<file path="src/rtl/fb_write_arbiter_if.sv">
// Producer-side and framebuffer-side signals of the write arbiter.
// The master modport is the driving environment and the slave modport is the arbiter.
interface fb_write_arbiter_if #(
  parameter int NUM_REQ = 3
);
  logic [NUM_REQ-1:0]    req_valid;
  logic [NUM_REQ-1:0]    req_ready;
  logic [6*NUM_REQ-1:0]  req_x;
  logic [6*NUM_REQ-1:0]  req_y;
  logic [12*NUM_REQ-1:0] req_color;
  logic                  clear_start;
  logic                  clear_busy;
  logic                  clear_done;
  logic                  write_en;
  logic [5:0]            write_x;
  logic [5:0]            write_y;
  logic [11:0]           pixel_color;

  modport master (
    output req_valid, req_x, req_y, req_color, clear_start,
    input  req_ready, clear_busy, clear_done, write_en, write_x, write_y, pixel_color
  );

  modport slave (
    input  req_valid, req_x, req_y, req_color, clear_start,
    output req_ready, clear_busy, clear_done, write_en, write_x, write_y, pixel_color
  );
endinterface

</file>
<file path="src/rtl/fb_write_arbiter.sv">
// Round-robin arbiter sharing the 64x64 framebuffer write port among pixel producers,
// with paced write slots and a full-frame clear sweep.
module fb_write_arbiter #(
  parameter int          NUM_REQ     = 3,
  parameter int          WRITE_DIV   = 16,
  parameter logic [11:0] CLEAR_COLOR = 12'h000
) (
  input  logic              clk,
  input  logic              reset,
  fb_write_arbiter_if.slave bus
);
  localparam int DIV_W = (WRITE_DIV > 1) ? $clog2(WRITE_DIV) : 1;
  localparam int GW    = (NUM_REQ > 1) ? $clog2(NUM_REQ) : 1;

  typedef enum logic {RUN, CLEAR} state_e;

  typedef struct packed {
    logic [5:0]  x;
    logic [5:0]  y;
    logic [11:0] color;
  } pix_t;

  state_e            state_q, state_d;
  logic [DIV_W-1:0]  div_q, div_d;
  logic [GW-1:0]     last_q, last_d;
  logic [5:0]        clr_x_q, clr_x_d;
  logic [5:0]        clr_y_q, clr_y_d;
  pix_t              wr_q, wr_d;
  logic              wen_q, wen_d;
  logic              busy_q, busy_d;
  logic              done_q, done_d;

  pix_t [NUM_REQ-1:0] req_pix;
  logic [NUM_REQ-1:0] gnt;
  logic [GW-1:0]      gnt_idx;
  logic               gnt_any;
  logic               slot;
  logic               arb_en;

  for (genvar i = 0; i < NUM_REQ; i++) begin : g_req
    assign req_pix[i] = {bus.req_x[6*i +: 6], bus.req_y[6*i +: 6], bus.req_color[12*i +: 12]};
  end

  assign slot   = (div_q == '0);
  assign arb_en = slot && (state_q == RUN) && !bus.clear_start && !reset;

  // Search starts one past the last winner so every requester gets a turn.
  always_comb begin
    int idx;
    idx     = 0;
    gnt     = '0;
    gnt_idx = last_q;
    gnt_any = 1'b0;
    for (int k = 1; k <= NUM_REQ; k++) begin
      idx = (int'(last_q) + k) % NUM_REQ;
      if (!gnt_any && bus.req_valid[idx]) begin
        gnt_any  = 1'b1;
        gnt[idx] = 1'b1;
        gnt_idx  = GW'(idx);
      end
    end
  end

  assign bus.req_ready = arb_en ? gnt : '0;

  always_comb begin
    state_d = state_q;
    div_d   = (div_q == DIV_W'(WRITE_DIV - 1)) ? '0 : div_q + DIV_W'(1);
    last_d  = last_q;
    clr_x_d = clr_x_q;
    clr_y_d = clr_y_q;
    wr_d    = wr_q;
    wen_d   = 1'b0;
    busy_d  = busy_q;
    done_d  = 1'b0;
    case (state_q)
      RUN: begin
        if (bus.clear_start) begin
          state_d = CLEAR;
          clr_x_d = '0;
          clr_y_d = '0;
          busy_d  = 1'b1;
        end else if (arb_en && gnt_any) begin
          last_d = gnt_idx;
          wen_d  = 1'b1;
          wr_d   = req_pix[gnt_idx];
        end
      end
      CLEAR: begin
        if (slot) begin
          wen_d   = 1'b1;
          wr_d    = '{x: clr_x_q, y: clr_y_q, color: CLEAR_COLOR};
          clr_x_d = clr_x_q + 6'd1;
          if (clr_x_q == 6'd63) begin
            clr_y_d = clr_y_q + 6'd1;
            // Last pixel of the frame: leave CLEAR together with the final write.
            if (clr_y_q == 6'd63) begin
              state_d = RUN;
              busy_d  = 1'b0;
              done_d  = 1'b1;
            end
          end
        end
      end
      default: state_d = RUN;
    endcase
  end

  always_ff @(posedge clk or posedge reset) begin
    if (reset) begin
      state_q <= RUN;
      div_q   <= '0;
      last_q  <= GW'(NUM_REQ - 1);
      clr_x_q <= '0;
      clr_y_q <= '0;
      wr_q    <= '0;
      wen_q   <= 1'b0;
      busy_q  <= 1'b0;
      done_q  <= 1'b0;
    end else begin
      state_q <= state_d;
      div_q   <= div_d;
      last_q  <= last_d;
      clr_x_q <= clr_x_d;
      clr_y_q <= clr_y_d;
      wr_q    <= wr_d;
      wen_q   <= wen_d;
      busy_q  <= busy_d;
      done_q  <= done_d;
    end
  end

  assign bus.write_en    = wen_q;
  assign bus.write_x     = wr_q.x;
  assign bus.write_y     = wr_q.y;
  assign bus.pixel_color = wr_q.color;
  assign bus.clear_busy  = busy_q;
  assign bus.clear_done  = done_q;
endmodule
</file>
<file path="src/flat_wrapper.sv">
// flat-port wrapper written by rule: the top's interface ports become plain ports
module fb_write_arbiter_flat 
#(
  parameter int          NUM_REQ     = 3,
  parameter int          WRITE_DIV   = 16,
  parameter logic [11:0] CLEAR_COLOR = 12'h000
)
  (clk, reset, bus_req_valid, bus_req_x, bus_req_y, bus_req_color, bus_clear_start, bus_req_ready, bus_clear_busy, bus_clear_done, bus_write_en, bus_write_x, bus_write_y, bus_pixel_color);
  fb_write_arbiter_if #(.NUM_REQ(NUM_REQ)) bus_i ();
  input  logic clk;
  input  logic reset;
  input wire logic [$bits(bus_i.req_valid)-1:0] bus_req_valid;
  input wire logic [$bits(bus_i.req_x)-1:0] bus_req_x;
  input wire logic [$bits(bus_i.req_y)-1:0] bus_req_y;
  input wire logic [$bits(bus_i.req_color)-1:0] bus_req_color;
  input wire logic [$bits(bus_i.clear_start)-1:0] bus_clear_start;
  output wire logic [$bits(bus_i.req_ready)-1:0] bus_req_ready;
  output wire logic [$bits(bus_i.clear_busy)-1:0] bus_clear_busy;
  output wire logic [$bits(bus_i.clear_done)-1:0] bus_clear_done;
  output wire logic [$bits(bus_i.write_en)-1:0] bus_write_en;
  output wire logic [$bits(bus_i.write_x)-1:0] bus_write_x;
  output wire logic [$bits(bus_i.write_y)-1:0] bus_write_y;
  output wire logic [$bits(bus_i.pixel_color)-1:0] bus_pixel_color;
  assign bus_i.req_valid = bus_req_valid;
  assign bus_i.req_x = bus_req_x;
  assign bus_i.req_y = bus_req_y;
  assign bus_i.req_color = bus_req_color;
  assign bus_i.clear_start = bus_clear_start;
  assign bus_req_ready = bus_i.req_ready;
  assign bus_clear_busy = bus_i.clear_busy;
  assign bus_clear_done = bus_i.clear_done;
  assign bus_write_en = bus_i.write_en;
  assign bus_write_x = bus_i.write_x;
  assign bus_write_y = bus_i.write_y;
  assign bus_pixel_color = bus_i.pixel_color;
  fb_write_arbiter #(.NUM_REQ(NUM_REQ), .WRITE_DIV(WRITE_DIV), .CLEAR_COLOR(CLEAR_COLOR)) u_core (.clk(clk), .reset(reset), .bus(bus_i));
endmodule
</file>
<file path="config.mk">
export PLATFORM = sky130hd
export DESIGN_NAME = fb_write_arbiter_flat
export DESIGN_NICKNAME = d
export VERILOG_FILES = /design/src/rtl/fb_write_arbiter_if.sv /design/src/rtl/fb_write_arbiter.sv /design/src/flat_wrapper.sv
export SDC_FILE = /design/constraint.sdc
export NUM_CORES = 1
export LEC_CHECK = 0
export BUFFER_PORTS_ARGS = -buffer_cell sky130_fd_sc_hd__buf_2
export CORE_UTILIZATION = 45
export CTS_BUF_LIST = sky130_fd_sc_hd__clkbuf_4
export DETAILED_ROUTE_END_ITERATION = 10
export GPL_TIMING_DRIVEN = 0
export PLACE_DENSITY = 0.75
export SETUP_SLACK_MARGIN = 0.4
export SLEW_MARGIN = 0
export SYNTH_ARGS = -nofsm -noshare
export SYNTH_HDL_FRONTEND = slang
export SYNTH_SLANG_ARGS = --single-unit
</file>
<file path="constraint.sdc">
create_clock -name clk -period 3 [get_ports clk]
set_input_delay 0.15 -clock clk [delete_from_list [all_inputs] [get_ports clk]]
set_output_delay 0.15 -clock clk [all_outputs]
set_load 0.01 [all_outputs]
</file>
==> impl_results.md <==
* Vias per inst at 5.67
* Achievable Freq at 0.380 GHz
* Synth Warn # at 0
* Placer Congestion at 0.903
* Area Overhead vs Synth at 35.2%
* Core Region at 6350 sq um
* Post-route cell area at 3990 sq um
* Leak at 0.00189 uW
* Post-synthesis cell area at 2950 sq um
* Layout cells sized above 1 at 41.6%
* CP max-delay cell: dfstp_2
* Clock share of power at 20.7%
* Avg Cell Area, Syn at 8.99 sq um
* IO buf count at 106
* NetSw at 457 uW
* Logic pwr share at 28.8%
* Nature of the critical path endpoint: flip-flop
* Die Span Y at 83.0 um
* I/O Pins at 108
* WP data arrival at 2.91 ns
* HPWL after DPL at 6340 um
* Synth area leader: dfrtp_1
* Starting Density at 46.5%
* Critical path's top delay family: compound AO/OA/AOI/OAI gates
* EDFF count, synth at 0
* Hold/Removal Path Class: input pin to flip-flop
* #FFs+latches synth at 46
* Die W at 83.0 um
* Startpoint Class: flip-flop
* WHS Path Cells at 3
* Cell Area, Placed at 3600 sq um
* Nets at 542
* Seq/Total Area, Yosys at 39.1%
* R2R cell count at 11
* Vias in the first global route at 2919
* Root buffer cell: clkbuf_4
* Cells after synthesis at 328
* Gr usage total at 24.3%
* CTS H-tree depth at 2
* Worst-path clk slew at 0.13 ns
* Synth top area cells: dfrtp_1 (38%), o21ai_0 (6.4%), mux2i_1 (5.4%)
* First-pass GRT wire length at 13700 um
* CP max stage delay at 0.61 ns
* Clock skew at 0.00373 ns
* Register share of total power at 50.5%
* Finished Layout Cells at 534
* Crit-path cells: inv_4 -> ha_4 -> mux2i_2 -> mux2_4 -> a22oi_2 -> o221a_1 -> buf_6 -> nor4b_4 -> buf_4 -> a21oi_1 -> a211oi_1
* Synth cell count leaders: dfrtp_1 (45), o21ai_0 (38), nor2_1 (31), nand3_1 (20), nand2_1 (19)
* DRC at 0
* Diode count at 0
* Clk_lat worst skew at 0.36 ns
* Setup Crit Path Kind: flip-flop to flip-flop
* CTS sink cnt at 46
* Post-route minimum period at 2.63 ns
* Most common cell in the netlist: dfrtp_1
* Final hold violations at 0
* Remaining antenna violation count at 0
* Final setup violation count at 0
* Critical Path RT at 3.27 ns
* Max Slew Vio Count at 0
* Cell-internal power at 955 uW
* CTS tree: done
* CP max FO at 5
* WP buf/inv at 3
* Mapped Nets at 414
* Maxcap violations at 0
* Num CTS Buffers at 5
* PD cells at 354 nW/um^2
* Die area at 6880 sq um
* Post-layout util at 62.8%
* Initial antenna violation count at 0
* Status: complete, no violations
* RSZ-0062 raised after global routing: yes
* Slew margin rel. at 52.0%
* Synth unique cells at 43
* Largest net degree at the start of global routing at 26
* Placed Cells at 512
* # rows at 29
* Crit path depth at 11
* Worst vdd ir at 0.000238 V
* Ys flop type: dfrtp_1
* Drt first pass iters at 4
* Ys async rst share at 100%
* Sw frac at 32.3%
* Starting DRT DRC Count at 161
* Synth top area share at 38.2%
* Worst Tran Pin Value at 0.709 ns
* WL/cell at 16.0 um
* GRT overflow at 0
* Routed vias at 3030
* Max Buffers Root-to-Sink at 2
* Final Cycle Share at 87.7%
* Total wire length at 8520 um
==> registers in the layout, summed over array words and instances, names as in the netlist <==
| name | flops |
|---|---|
| u_core.last_q | 2 |
| u_core.bus.clear_busy | 1 |
| u_core.state_q | 1 |
| u_core.bus.write_y | 6 |
| u_core.div_q | 4 |
| u_core.bus.write_en | 1 |
| u_core.clr_y_q | 6 |
| u_core.bus.clear_done | 1 |
| u_core.bus.write_x | 6 |
| u_core.bus.pixel_color | 12 |
| u_core.clr_x_q | 6 |
==> per-layer routing <==
layer / GRT usage, % / routed length (um)
met1: 33.0 / 3860
met4: 8.46 / 144
met5: 0 / 0
met3: 2.58 / 325
met2: 40.5 / 4190
==> worst register-to-register path: stages, from the launching register on <==
cell	delay, ns
dfstp_2	0.61
inv_4	0.06
ha_4	0.17
mux2i_2	0.17
mux2_4	0.30
a22oi_2	0.16
o221a_1	0.21
buf_6	0.12
nor4b_4	0.28
buf_4	0.18
a21oi_1	0.07
a211oi_1	0.21
==> power by group through the flow <==
stage	clock (uW)	sequential (uW)	combinational (uW)
after CTS	305	711	387
after floorplan	0	723	217
final	292	714	406
after global routing	330	720	444
after detailed placement	0	722	355
after global placement	0	720	342
==> cell type report <==
class / instances / area, sq um
Multi-Input combinational cell: 249 / 1810
Sequential cell: 46 / 1150
Timing Repair Buffer: 121 / 678
Inverter: 10 / 42.5
Tap cell: 77 / 96.3
Clock inverter: 2 / 8.76
Clock buffer: 6 / 45.0
Fill cell: 548 / 2360
Buffer: 23 / 151
==> repair_timing <==
item,4_1_cts,5_1_grt
hold endpoints to repair,23,0
buffers inserted,8,4
hold buffers,1,0
pin swaps,4,9
gates resized for setup,33,26
cloned,1,0
endpoints found under the setup margin,27,31
==> placed cells by master, fill, tap and decap left out, types with 4 or more instances in the layout <==
master    instances
nand2_1          18
a32oi_1          11
nand2b_1          4
o21ai_0          37
a31oi_1           4
clkbuf_2          4
nand3_1          20
nand4_1           5
mux2i_1          14
nor3b_1           9
a211oi_2         11
inv_1             6
nor2_1           29
clkbuf_1          6
a21oi_1          15
buf_4            13
clkbuf_4          8
dfrtp_1          45
ha_1              5
buf_6             6
nor3b_2           4
buf_2           109
a21o_1           15
xor2_1            4
==> kinds of logic (layout without fill, tap and decap cells) <==
family	count (synthesis)	in the layout	share of synthesized area, %
AO/OA/AOI/OAI	115	115	26.8
AND/OR/NAND/NOR	102	102	17.9
flip-flops	46	46	39.1
buffers and inverters	33	162	4.88
multiplexers	19	19	6.57
adder cells (fa/ha/maj)	8	8	3.39
XOR/XNOR	5	5	1.48
==> worst paths after layout <==
kind,from,end,slack (ns)
max in group asynchronous,reset,u_core.last_q[1],2.04
worst min register to register,u_core.div_q[0],u_core.div_q[0],0.51
worst min-delay path,bus_req_color[24],u_core.bus.pixel_color[0],0.03
worst max register to register,u_core.last_q[1],u_core.bus.write_y[5],0.37
min in group asynchronous,reset,u_core.bus.pixel_color[11],0.38
worst max-delay path,u_core.last_q[1],u_core.bus.write_y[5],0.37
==> through the flow <==
stage / hold WS, ns / TNS (ns) / power [uW] / worst slack (ns)
global placement: 0.397 / -13.49 / 1060 / -0.637
finish: 0.0346 / 0 / 1410 / 0.368
CTS: 0.0219 / 0 / 1400 / 0.399
detailed placement: 0.235 / 0 / 1080 / 0.123
floorplan: 0.302 / 0 / 940 / 0.464
global route: 0.0168 / 0 / 1490 / 0.271
Power figures use the tool's default switching activity.
